<file path="src/rtl/apb_uart_ctrl.sv">
// APB3 register front-end and TX/RX sequencer for the UART datapath.
// Holds one transmit byte and launches it into UART_TX with a start/busy
// handshake; captures received bytes with overrun and framing-error tracking.
module apb_uart_ctrl #(
    parameter int DATA_BITS = 8
) (
    input  logic                 PCLK,
    input  logic                 PRESETn,
    input  logic                 PSEL,
    input  logic                 PENABLE,
    input  logic                 PWRITE,
    input  logic [3:0]           PADDR,
    input  logic [31:0]          PWDATA,
    output logic [31:0]          PRDATA,
    output logic                 PREADY,
    output logic                 PSLVERR,
    output logic                 tx_start,
    output logic [DATA_BITS-1:0] tx_data,
    input  logic                 tx_busy,
    input  logic [DATA_BITS-1:0] rx_data,
    input  logic                 rx_ready,
    input  logic                 rx_busy,
    input  logic                 frame_error,
    output logic                 irq
);

    typedef enum logic [1:0] {
        TX_IDLE      = 2'd0,
        TX_START     = 2'd1,
        TX_WAIT_BUSY = 2'd2,
        TX_WAIT_DONE = 2'd3
    } tx_state_e;

    tx_state_e              state_q, state_d;
    logic [3:0]             ctrl_q, ctrl_d;
    logic [DATA_BITS-1:0]   tx_hold_q, tx_hold_d;
    logic [DATA_BITS-1:0]   rx_hold_q, rx_hold_d;
    logic                   tx_pending_q, tx_pending_d;
    logic                   rx_valid_q, rx_valid_d;
    logic                   overrun_q, overrun_d;
    logic                   frame_err_q, frame_err_d;
    logic                   irq_q, irq_d;

    logic access, aligned, sel_tx, sel_rx, sel_status, sel_ctrl;
    logic err, wr_ok, rd_ok, rx_rd, rx_fire, tx_done;
    logic [31:0] status_word;

    // Address decode and error classification for the current ACCESS phase.
    // Reset gates the access so PRDATA/PSLVERR read 0 while PRESETn is low.
    always_comb begin
        access     = PSEL & PENABLE & PRESETn;
        aligned    = (PADDR[1:0] == 2'b00);
        sel_tx     = (PADDR[3:2] == 2'd0);
        sel_rx     = (PADDR[3:2] == 2'd1);
        sel_status = (PADDR[3:2] == 2'd2);
        sel_ctrl   = (PADDR[3:2] == 2'd3);
        err        = access & (~aligned
                               | (PWRITE & sel_rx)
                               | (PWRITE & sel_tx & (tx_pending_q | ~ctrl_q[0])));
        wr_ok      = access & PWRITE & ~err;
        rd_ok      = access & ~PWRITE & ~err;
        rx_rd      = rd_ok & sel_rx;
        rx_fire    = rx_ready & ctrl_q[1];
        tx_done    = (state_q == TX_WAIT_DONE) & ~tx_busy;
        status_word = {26'd0, tx_busy, rx_busy, frame_err_q, overrun_q,
                       tx_pending_q, rx_valid_q};
    end

    // Read mux; zero outside a good read so the bus sees 0 on errors too.
    always_comb begin
        PRDATA = 32'd0;
        if (rd_ok) begin
            case (PADDR[3:2])
                2'd1:    PRDATA = 32'(rx_hold_q);
                2'd2:    PRDATA = status_word;
                2'd3:    PRDATA = {28'd0, ctrl_q};
                default: PRDATA = 32'd0;
            endcase
        end
    end

    assign PSLVERR = err;
    assign PREADY  = 1'b1;
    assign tx_data = tx_hold_q;
    assign irq     = irq_q;

    // Register next-state: bus writes, RX capture, sticky flags, irq.
    // Hardware sets are applied after W1C clears so a same-cycle set wins.
    always_comb begin
        ctrl_d       = ctrl_q;
        tx_hold_d    = tx_hold_q;
        tx_pending_d = tx_pending_q;
        rx_hold_d    = rx_hold_q;
        rx_valid_d   = rx_valid_q;
        overrun_d    = overrun_q;
        frame_err_d  = frame_err_q;

        if (wr_ok && sel_ctrl)
            ctrl_d = PWDATA[3:0];
        if (wr_ok && sel_tx) begin
            tx_hold_d    = PWDATA[DATA_BITS-1:0];
            tx_pending_d = 1'b1;
        end
        if (tx_done)
            tx_pending_d = 1'b0;

        if (wr_ok && sel_status) begin
            if (PWDATA[2]) overrun_d   = 1'b0;
            if (PWDATA[3]) frame_err_d = 1'b0;
        end

        if (rx_rd)
            rx_valid_d = 1'b0;
        if (rx_fire) begin
            // A read completing this cycle frees the holding register.
            if (!rx_valid_q || rx_rd) begin
                rx_hold_d  = rx_data;
                rx_valid_d = 1'b1;
            end else begin
                overrun_d = 1'b1;
            end
        end
        if (frame_error && ctrl_q[1])
            frame_err_d = 1'b1;

        irq_d = (rx_valid_q & ctrl_q[2]) | ((overrun_q | frame_err_q) & ctrl_q[3]);
    end

    // Register state with asynchronous active-low reset.
    always_ff @(posedge PCLK or negedge PRESETn) begin
        if (!PRESETn) begin
            ctrl_q       <= 4'h3;
            tx_hold_q    <= '0;
            tx_pending_q <= 1'b0;
            rx_hold_q    <= '0;
            rx_valid_q   <= 1'b0;
            overrun_q    <= 1'b0;
            frame_err_q  <= 1'b0;
            irq_q        <= 1'b0;
        end else begin
            ctrl_q       <= ctrl_d;
            tx_hold_q    <= tx_hold_d;
            tx_pending_q <= tx_pending_d;
            rx_hold_q    <= rx_hold_d;
            rx_valid_q   <= rx_valid_d;
            overrun_q    <= overrun_d;
            frame_err_q  <= frame_err_d;
            irq_q        <= irq_d;
        end
    end

    // TX sequencer state register.
    always_ff @(posedge PCLK or negedge PRESETn) begin
        if (!PRESETn) state_q <= TX_IDLE;
        else          state_q <= state_d;
    end

    // TX sequencer next state; tx_en only gates the launch, never an active frame.
    always_comb begin
        state_d = state_q;
        case (state_q)
            TX_IDLE:      if (tx_pending_q && ctrl_q[0]) state_d = TX_START;
            TX_START:     state_d = TX_WAIT_BUSY;
            TX_WAIT_BUSY: if (tx_busy)  state_d = TX_WAIT_DONE;
            TX_WAIT_DONE: if (!tx_busy) state_d = TX_IDLE;
            default:      state_d = TX_IDLE;
        endcase
    end

    // TX sequencer outputs.
    always_comb begin
        tx_start = (state_q == TX_START);
    end

endmodule
</file>
<file path="config.mk">
export PLATFORM = sky130hd
export DESIGN_NAME = apb_uart_ctrl
export DESIGN_NICKNAME = d
export VERILOG_FILES = /design/src/rtl/apb_uart_ctrl.sv
export SDC_FILE = /design/constraint.sdc
export NUM_CORES = 1
export LEC_CHECK = 0
export CAP_MARGIN = 10
export CORE_MARGIN = 4
export CORE_UTILIZATION = 41
export CTS_BUF_LIST = sky130_fd_sc_hd__clkbuf_4 sky130_fd_sc_hd__clkbuf_8
export CTS_CLUSTER_DIAMETER = 30
export CTS_CLUSTER_SIZE = 30
export DETAILED_ROUTE_END_ITERATION = 16
export PLACE_DENSITY = 0.88
export SETUP_SLACK_MARGIN = 0.02
export SLEW_MARGIN = 10
export SYNTH_ARGS = -nofsm -noshare
export SYNTH_HDL_FRONTEND = slang
export SYNTH_SLANG_ARGS = --single-unit
</file>
<file path="constraint.sdc">
create_clock -name PCLK -period 2.6 [get_ports PCLK]
set_input_delay 0.26 -clock PCLK [delete_from_list [all_inputs] [get_ports PCLK]]
set_output_delay 0.26 -clock PCLK [all_outputs]
set_load 0.03 [all_outputs]
</file>
**Word level (Yosys, flattened, before mapping)**

Cells that the tools add are included.

- Flip-flop bits (word level): 27
- Bits in latches: 0
- RAM bits: 0
- Memory bits (read-only): 0
- Input bits: 53
- Output and inout bits: 44
- Logic and storage cells: 77
- Memories kept: 0

- Add/sub/neg operators: 0
- Multipliers: 0
- Div/mod/pow operators: 0
- Magnitude comparators: 0
- Eq/ne operators: 9
- Shift-type cells: 0
- Muxes and demuxes: 18
- Bitwise gates (word level): 25
- Reductions and logical operators: 16

Operators with widths:

| kind | number |
|---|---|
| case mux 8 bit (3 select lines) | 1 |
| bitwise AND 1 bit | 15 |
| two-way mux 1 bit | 12 |
| == test 2 bit, second input constant | 4 |
| two-way mux 8 bit | 1 |
| case mux 2 bit (4 select lines) | 1 |
| zero test 2 bit | 3 |
| two-way mux 2 bit | 3 |
| != test 2 bit, second input constant | 3 |
| nonzero test 2 bit | 3 |
| logical AND 1 bit | 5 |
| NOT 1 bit | 5 |
| bitwise OR 1 bit | 5 |
| == test 2 x 1 -> 1 bit, second input constant | 2 |
| AND reduction 2 bit | 2 |
| AND reduction 3 bit | 1 |
| zero test 1 bit | 1 |
| logical OR 1 bit | 1 |

**Logic depth before layout (Yosys ltp)**

- Depth after elaboration: 11
- Gate-level depth with buffers: 6
- Gate-level depth less buffers: 6

**Worst setup path before layout**

No wires, ideal clock.

- Kind: input -> output
- From: input PADDR[2]
- To: output PRDATA[0]
- Arrival: 1380 ps
- Required time: 2340 ps
- Path slack: 960 ps
- Stages: 4
- Path buffers: 1
- Cells stage by stage: clkbuf_1 -> nor2b_1 -> a22oi_1 -> nor2_1

- Cells in the longest elaborated chain, start to end: 8
- Elaborated cells on any way between the ends: 14
- Those cells by class: eq/ne: 3; mux: 2; bitwise: 8; reduce/logical: 1

Ends and longest elaborated chain:

| what | RTL line | RTL |
|---|---|---|
| from (decl) | 12 | `input logic [3:0] PADDR,` |
| == test 2 x 1 -> 1 bit / zero test 2 bit (equally long branches) | 54, 73, 53 |  |
| bitwise AND 1 bit, on equally long branches | 58, 59 |  |
| bitwise OR 1 bit / bitwise AND 1 bit (equally long branches) | 58, 59 |  |
| bitwise OR 1 bit | 59 | `\| (PWRITE & sel_tx & (tx_pending_q \| ~ctrl_q[0])));` |
| bitwise AND 1 bit | 57 | `err = access & (~aligned` |
| NOT 1 bit | 61 | `rd_ok = access & ~PWRITE & ~err;` |
| bitwise AND 1 bit | 61 |  |
| two-way mux 8 bit (*) | 72 | `if (rd_ok) begin` |
| to (decl) | 14 | `output logic [31:0] PRDATA,` |

Mark *: on every way between the ends. The rest lies on a longest branch, timed or not.

**Worst setup path in the final report**

- From: input PRESETn
- To: output PRDATA[1]

- Cells in the longest elaborated chain, start to end: 5
- Elaborated cells on any way between the ends: 6
- Those cells by class: mux: 1; bitwise: 5

Ends and longest elaborated chain:

| what | RTL line | RTL |
|---|---|---|
| from (decl) | 8 | `input logic PRESETn,` |
| bitwise AND 1 bit (*) | 51 | `access = PSEL & PENABLE & PRESETn;` |
| bitwise AND 1 bit | 57 |  |
| NOT 1 bit | 61 |  |
| bitwise AND 1 bit (*) | 61 |  |
| two-way mux 8 bit (*) | 72 |  |

Marked as above.

==> metrics.md <==
| Metric | Value |
|---|---|
| Area of the mapped netlist | `0.001545 sq mm` |
| Kind of capture point of the worst setup path | `primary output` |
| IR Drop Worst-Case VDD | `0.0003824 V` |
| Register area | `678.2 sq um` |
| Routed WL | `3312 um` |
| Startpoint of the worst setup timing path | `PRESETn` |
| Share of the synthesized area in the top cell type | `40.49%` |
| Series of cell instances along the critical path | `clkdlybuf4s50_1 > nand3_1 > nor3_2 > nand2b_1 > nor2_1 > buf_4` |
| Area inside the core boundary | `0.003661 sq mm` |
| Average wire length per cell after detail routing | `13.92 um` |
| Post-CTS setup buffer count | `0` |
| Leakage component of the power | `0.9327 nW` |
| Number of synthesized register bits | `27` |
| Antenna Cells | `0` |
| Total via count after detailed routing | `1146` |
| Layout Cell Area excl Fill | `0.002014 sq mm` |
| # port buffers | `47` |
| Setup repair after global routing missed its margin | `false` |
| TritonCTS Buffers | `3` |
| Final worst clock skew | `0.008360 ns` |
| Ratio of total power to cell area | `608.3 mW/mm^2` |
| Sequential fraction of the synthesis area | `43.89%` |
| Antenna violation net count after detailed routing | `0` |
| Clock-pin slew of the registers on the worst-case setup and hold paths | `0.09 ns` |
| Buf+Inv Stages, Crit Path | `2` |
| Number of instances resized during post-cts repair | `0` |
| Crit path kind | `in -> out` |
| Initial detailed-routing violation count | `20` |
| Maximum number of pins on one net before global-route repair | `28` |
| Post-DR vias/cell | `4.815` |
| Crit path max fanout | `6` |
| Clock tree from TritonCTS | `done` |
| Number of buffers inserted for hold repair after clock tree synthesis | `0` |
| Max-slew violation count | `0` |
| P&R area growth vs syn | `30.36%` |
| CP max stage delay | `0.54 ns` |
| Deepest clock path buffer count | `2` |
| Count of flip-flops with a built-in enable after synthesis | `0` |
| Starting density of the core | `42.21%` |
| H-tree level count | `1` |
| Instance area at placement | `0.001966 sq mm` |
| Clock Tree Root | `clkbuf_8` |
| Placer's final routability congestion estimate | `0.8613` |
| Post-route DRC | `0` |
| # fillers | `329` |
| Synth warn | `0` |
| Flop-to-flop setup slack | `0.88 ns` |
| Worst r2r path cells | `4` |
| Worst Path Arrival | `1.90 ns` |
| Synth top area cells | `dfrtp_1 40%, mux2_2 17%, buf_4 12%` |
| Post-synthesis instance total | `140` |
| Vias in the first global route | `1240` |
| Startpoint of the most critical register-to-register path | `ctrl_q[0]$_DFFE_PN1P_` |
| Primary flip-flop cell chosen by synthesis mapping | `dfrtp_1` |
| Total global routing overflow | `0` |
| Endpoint required time on the critical path | `2.34 ns` |
| Global-route usage over all layers | `13.91%` |
| Post-route setup TNS | `0 ns` |
| Final hold slack | `0.4752 ns` |
| Endpoint of the worst-slack reg-to-reg timing path | `tx_data[2]$_DFFE_PN0P_` |
| Total clock sinks | `27` |
| Critical-path cell with the highest stage delay | `clkdlybuf4s50_1` |
| Max Fclk | `0.4637 GHz` |
| Die footprint | `0.004815 sq mm` |
| First-pass GRT wire length | `5471 um` |
| Later-pin clock latency in the skew report | `0.28 ns` |
| Number of ports placed on the die boundary | `97` |
| Time the final worst path needs with I/O delays and setup | `2.156 ns` |
| Synthesized area per cell | `11.04 sq um` |
| Fraction of final layout cells sized beyond drive strength 1 | `24.74%` |
| Hold Violations, Final | `0` |
| Number of iterations in the first detailed-routing pass | `4` |
| Placed wire-length estimate after detailed placement | `2644 um` |
| Setup crit start kind | `primary input` |
| Share of flip-flops with an asynchronous set or reset after synthesis | `100.0%` |
| Cell row count | `22` |
| Antenna violations before repair | `0` |
| Cell type group with the largest total delay on the critical path | `simple AND/OR/NAND/NOR gates` |
| Overall die width | `69.39 um` |
| Post-layout net count | `249` |
| Height of the chip | `69.39 um` |
| Run status | `completed` |
| Final critical-path share of the clock period | `82.94%` |
| Type of the most critical hold path | `in -> async` |
| Leading area contributor after synthesis | `dfrtp_1` |
| Footprint of the multi-input gates | `745.7 sq um` |
| Number of endpoints failing setup at the final stage | `0` |
| Number of distinct library cells after synthesis | `29` |
| Most frequent cells after synthesis | `25 x buf_4, 25 x dfrtp_1, 23 x mux2_2` |
| Number of max-cap violations | `0` |
-- worst max path at each step --
stage / end / slack (ns) / cells past startpoint
after floorplan: PRDATA[0] / 0.96 / 4
after global routing: PRDATA[4] / 0.30 / 6
after CTS: PRDATA[1] / 0.42 / 6
after detailed placement: PRDATA[1] / 0.43 / 6
after global placement: PRDATA[1] / 0.43 / 6
final: PRDATA[1] / 0.44 / 6
-- metal layers --
layer	global-route usage [%]	up-vias	share of wire (%)
met5	0	-	0
met1	15.27	556	40
met3	4.203	9	8.2
met2	24.26	47	50
met4	6.725	0	2.4
li1	-	534	-
-- power by group --
part	total, mW	switching, mW	leakage [nW]	internal, mW
logic	0.385	0.203	0.558	0.181
registers	0.592	0.0678	0.348	0.524
clock network	0.249	0.129	0.0262	0.120
total	1.23	0.400	0.933	0.826
-- registers in the layout, indices dropped and copies added (netlist names) --
signal,count
rx_hold_q,8
tx_data,8
ctrl_q,4
state_q,2
frame_err_q,1
irq,1
overrun_q,1
rx_valid_q,1
tx_pending_q,1
-- per-stage QoR --
stage	util, %	setup WS, ns	cells	total power, mW
global route	55.02	0.3025	238	1.313
global placement	53.69	0.4302	234	0.9684
CTS	55.02	0.4219	238	1.237
finish	55.02	0.4435	238	1.225
floorplan	-	0.9596	163	0.8819
detailed placement	53.69	0.4272	234	0.9890
-- final cells by class --
type,count,share of cell area (%)
clock buffers,4,2.422
inverters,3,0.5590
multi-input cells,106,37.02
flip-flops and latches,27,33.66
well taps,48,2.981
repair buffers,50,23.35
-- kinds of logic (layout without fill, tap and decap cells) --
| logic type | after synthesis | in the layout | synth area share [%] |
|---|---|---|---|
| flops | 27 | 27 | 43.89 |
| fa+ha+maj | 5 | 5 | 4.049 |
| other cells | 2 | 25 | 0.4860 |
| mux | 23 | 23 | 16.76 |
| compound gates | 18 | 18 | 8.016 |
| simple gates | 35 | 35 | 13.36 |
| buf+inv | 30 | 57 | 13.44 |
-- cell usage in the layout (no fill, tap or decap), types with 5 or more instances in the layout --
master,count
ha_1,5
dfrtp_1,25
a22oi_1,6
conb_1,25
nand2_1,8
o21ai_0,7
nor2_1,7
buf_4,12
mux2_2,23
clkdlybuf4s50_1,38
Note: power is estimated with default switching activity, not from simulation.
